### src/rtl/reg_bus_ctrl.sv
// Sequencing controller for four shared-bus registers. It arbitrates requesters
// round-robin and drives the oe/ld/rclr lines of the bank in a contention-free order.
module reg_bus_ctrl #(
  parameter int unsigned NREQ = 4
) (
  input  logic                 clk,
  input  logic                 clr,
  input  logic [NREQ-1:0]      req,
  input  logic [2*NREQ-1:0]    src_sel,
  input  logic [2*NREQ-1:0]    dst_sel,
  input  logic [NREQ-1:0]      op,
  output logic [NREQ-1:0]      gnt,
  output logic [NREQ-1:0]      done,
  output logic [3:0]           oe,
  output logic [3:0]           ld,
  output logic [3:0]           rclr,
  output logic                 busy
);

  localparam int unsigned IW = $clog2(NREQ);

  typedef enum logic [2:0] {IDLE, DRIVE, LOAD, CLEAR, DONE} state_t;

  state_t        state, state_n;
  logic [IW-1:0] ptr, ptr_n;
  logic [1:0]    src, src_n;
  logic [1:0]    dst, dst_n;
  logic          found;
  logic [IW-1:0] pick;

  // Round-robin search starting one past the last winner.
  always_comb begin : arb
    logic [IW-1:0] idx;
    found = 1'b0;
    pick  = '0;
    idx   = '0;
    for (int unsigned i = 1; i <= NREQ; i++) begin
      idx = IW'((32'(ptr) + i) % NREQ);
      if (!found && req[idx]) begin
        found = 1'b1;
        pick  = idx;
      end
    end
  end

  // ptr doubles as the latched winner index: it is only decoded outside IDLE,
  // and every grant loads it with the winner anyway.
  always_comb begin : fsm
    state_n = state;
    ptr_n   = ptr;
    src_n   = src;
    dst_n   = dst;
    case (state)
      IDLE: begin
        if (found) begin
          ptr_n   = pick;
          src_n   = src_sel[{pick, 1'b0} +: 2];
          dst_n   = dst_sel[{pick, 1'b0} +: 2];
          state_n = op[pick] ? CLEAR : DRIVE;
        end
      end
      DRIVE:   state_n = LOAD;
      LOAD:    state_n = DONE;
      CLEAR:   state_n = DONE;
      DONE:    state_n = IDLE;
      default: state_n = IDLE;
    endcase
  end

  always_ff @(posedge clk or posedge clr) begin
    if (clr) begin
      state <= IDLE;
      ptr   <= IW'(NREQ - 1);
      src   <= '0;
      dst   <= '0;
    end else begin
      state <= state_n;
      ptr   <= ptr_n;
      src   <= src_n;
      dst   <= dst_n;
    end
  end

  always_comb begin : decode
    gnt  = '0;
    done = '0;
    oe   = '1;
    ld   = '0;
    rclr = '0;
    busy = (state != IDLE);
    if (state != IDLE) gnt[ptr] = 1'b1;
    case (state)
      DRIVE: oe[src] = 1'b0;
      LOAD: begin
        oe[src] = 1'b0;
        ld[dst] = 1'b1;
      end
      CLEAR:   rclr[dst] = 1'b1;
      DONE:    done[ptr] = 1'b1;
      default: ;
    endcase
  end

endmodule
### config.mk
export PLATFORM = sky130hd
export DESIGN_NAME = reg_bus_ctrl
export DESIGN_NICKNAME = d
export VERILOG_FILES = /design/src/rtl/reg_bus_ctrl.sv
export SDC_FILE = /design/constraint.sdc
export NUM_CORES = 1
export LEC_CHECK = 0
export ABC_AREA = 1
export BUFFER_PORTS_ARGS = -buffer_cell sky130_fd_sc_hd__buf_2
export CORE_MARGIN = 3
export CORE_UTILIZATION = 25
export CTS_CLUSTER_DIAMETER = 120
export DETAILED_ROUTE_END_ITERATION = 8
export PLACE_DENSITY = 0.52
export SYNTH_ARGS = -nofsm -noshare
export SYNTH_HDL_FRONTEND = slang
export SYNTH_SLANG_ARGS = --single-unit
### constraint.sdc
create_clock -name clk -period 2.06 [get_ports clk]
set_input_delay 0.103 -clock clk [delete_from_list [all_inputs] [get_ports clk]]
set_output_delay 0.103 -clock clk [all_outputs]
set_load 0.02 [all_outputs]
==> results.md <==
- Status: finished with violations
- Failing checks: negative setup slack
- Ys Warns: 0
- Largest net degree at the start of global routing: 13
- Synth top area cells: dfrtp_1, nand2_1, inv_1, nor2_1, nand3_1
- Post-DR wirelength/cell: 10.6 µm
- Final Skew: 0.000835 ns
- Fin. Hold Viols: 0
- Number of global-route vias before repair: 1186
- Die area: 5080 µm²
- Via density per instance: 4.34
- Unique masters post-synth: 24
- Worst r2r path cells: 16
- Worst path cell trace: inv_4 > ha_4 > inv_4 > nand3_4 > nand2_4 > nand2_4 > nand2_4 > nand2_4 > nand2_4 > nor2_4 > buf_12 > buf_4 > o211ai_2 > nand2_1 > nand2_1 > nand2_1
- Mapped Cells: 168
- Worst Path Required: 2.18 ns
- Latest clock arrival within the worst-skew pair: 0.23 ns
- Crit path buffers/inverters: 4
- Stages on worst setup path: 16
- Yosys top cell by area: dfrtp_1
- Final instance area: 1750 µm²
- GP Congestion: 0.752
- Placed Area: 1420 µm²
- Commonest non-fill, non-tap cell in the layout: buf_2
- Most frequent cell on the critical path: nand2_4
- Post-synthesis mux area share: 0%
- CP delay by family, top: simple AND/OR/NAND/NOR gates
- Worst slew pin tran: 0.352 ns
- FP Rows: 23
- ANT nets after route: 0
- Post-synthesis sequential area ratio: 21.4%
- Worst Setup Start Kind: flop
- Critical Path AT: 2.19 ns
- Initial core utilization: 26.3%
- Post-synth top area share: 16.4%
- Total gr overflow: 0
- Worst Hold Class: in2reg
- Worst reg2reg setup slack: -0.003 ns
- Final setup fails: 1
- Critical-path cell with the highest stage delay: dfstp_2
- Die width: 71.3 µm
- Place WS: -0.100 ns
- Commonest cells after routing, fill and taps aside: buf_2, nand2_1, inv_1
- Slew HR: 76.5%
- Vias post-DR: 1250
- Area grow syn2layout: 64.3%
- Final cycle utilization of the critical path: 100%
- Initial DRC count: 30
- Adder-Cell Fraction of Synth Area: 4.69%
- Worst-path clk slew: 0.05 ns
- H-Tree Depth: 1
- DR DRC count: 0
- Largest family of logic cells by synthesized area: simple AND/OR/NAND/NOR gates
- Clk buf depth: 2
- CP Launch Point: ptr[0]
- CTS tree: built
- Setup crit end: src[1]
- Clock root buffer: clkbuf_8
- # clock sinks: 9
- Reg2Reg Launch Point: ptr[0]
- IO buf count: 46
- DRT Pass-1 Iters: 4
- Total Routed Length: 3050 µm
- Half-perimeter wire length after placement: 2280 µm
- Diodes inserted: 0
- RSZ-0062 raised after global routing: yes
- Final net count: 269
- Core area: 4060 µm²
- Yosys reg bits: 9
- Worst R2R End: src[1]
- Post-synthesis xor/xnor area fraction: 0%
- Tot GR Track Use: 12.3%
- Synthesized area: 1070 µm²
- Total CTS buffers: 3
- Share of cells above drive strength 1: 48.7%
- Fin. max-slew vios: 0
- Io pins: 47
- # fillers: 416
- Post-synth net total: 198
- Min Clock Period, post-route: 2.06 ns
- Critical Path End Type: flop
- Max-cap viol count: 0
- Global-route wire length before repair: 5220 µm
- Post-synthesis compound-gate area fraction: 9.51%
- Simple-Gate Fraction of Synth Area: 51.8%
- Worst-path fanout max: 6
- Crit path kind: reg2reg
- Initial antenna violation count: 0
- Die height: 71.3 µm
- Fmax: 0.485 GHz
- Post-Syn Area per Cell: 6.35 µm²
- Max incr delay on CP: 0.55 ns
- Worst setup margin: -0.00282 ns
worst min-delay path, stage by stage:
cell	delay [ns]
buf_2	0.07
o21ai_1	0.06
nand2_1	0.05
nand2_1	0.04
nand2_1	0.05
synth_stat cells:
cell type,number
a21boi_1,1
a21oi_2,1
and2_1,1
buf_6,1
dfrtp_1,7
dfstp_2,2
ha_1,4
inv_1,30
inv_2,3
nand2_1,44
nand2_2,9
nand2_4,2
nand3_1,13
nand3_2,6
nand4_1,2
nand4_4,1
nor2_1,18
nor2_2,1
nor2_4,2
nor3_1,8
o211ai_2,4
o21ai_0,2
o21ai_1,5
or2_1,1
per-layer routing:
layer	vias up	wire length [µm]	global-route usage, %	share of wire [%]
met3	5	174	2.38	5.7
met5	-	0	0	0
li1	666	-	-	-
met1	546	1450	17.0	48
met2	33	1390	19.7	46
met4	0	31	3.13	1.0
repair_timing:
item	CTS	global route
setup buffers	9	3
resized for setup	8	31
hold buffers	1	0
hold endpoints to repair	7	0
gates cloned	0	1
setup endpoints to repair	5	6
pin swaps	9	25
registers in the layout (all words and copies together) (netlist names):
name,count
src,2
dst,2
state,3
ptr,2
through the flow:
step | cells | setup TNS (ns) | utilization (%) | hold slack [ns]
final | 288 | -0.00282 | 43.2 | 0.184
after global routing | 288 | -0.497 | 43.2 | 0.204
after CTS | 285 | -0.0122 | 39.0 | 0.185
after detailed placement | 271 | -0.335 | 35.1 | 0.0866
after global placement | 271 | -0.0807 | 35.1 | 0.0856
after floorplan | 168 | -0.00602 | - | -0.0705
layout make-up:
cell class | instances | area (µm²) | share of cell area (%)
Multi-Input combinational cell | 125 | 833 | 47.6
Timing Repair Buffer | 67 | 447 | 25.5
Sequential cell | 9 | 228 | 13.0
Inverter | 33 | 136 | 7.79
Tap cell | 50 | 62.6 | 3.57
Clock buffer | 4 | 45.0 | 2.57
worst min path at each step:
stage               slack [ns]  cells past startpoint        from        to
floorplan                -0.07                      1         clr    dst[0]
global placement          0.09                      2         clr  state[2]
detailed placement        0.09                      2         clr  state[2]
CTS                       0.18                      5  src_sel[5]    src[1]
global route              0.20                      3  src_sel[4]    src[0]
finish                    0.18                      5  src_sel[5]    src[1]
logic make-up (layout without fill, tap and decap cells):
family          Yosys count  in the layout
fa+ha+maj                 4              4
simple gates            108            108
flops                     9              9
compound gates           13             13
buf+inv                  34            104
Power is not shown: default switching activity piles up to over one toggle a cycle in this logic, so the estimate is an artifact.
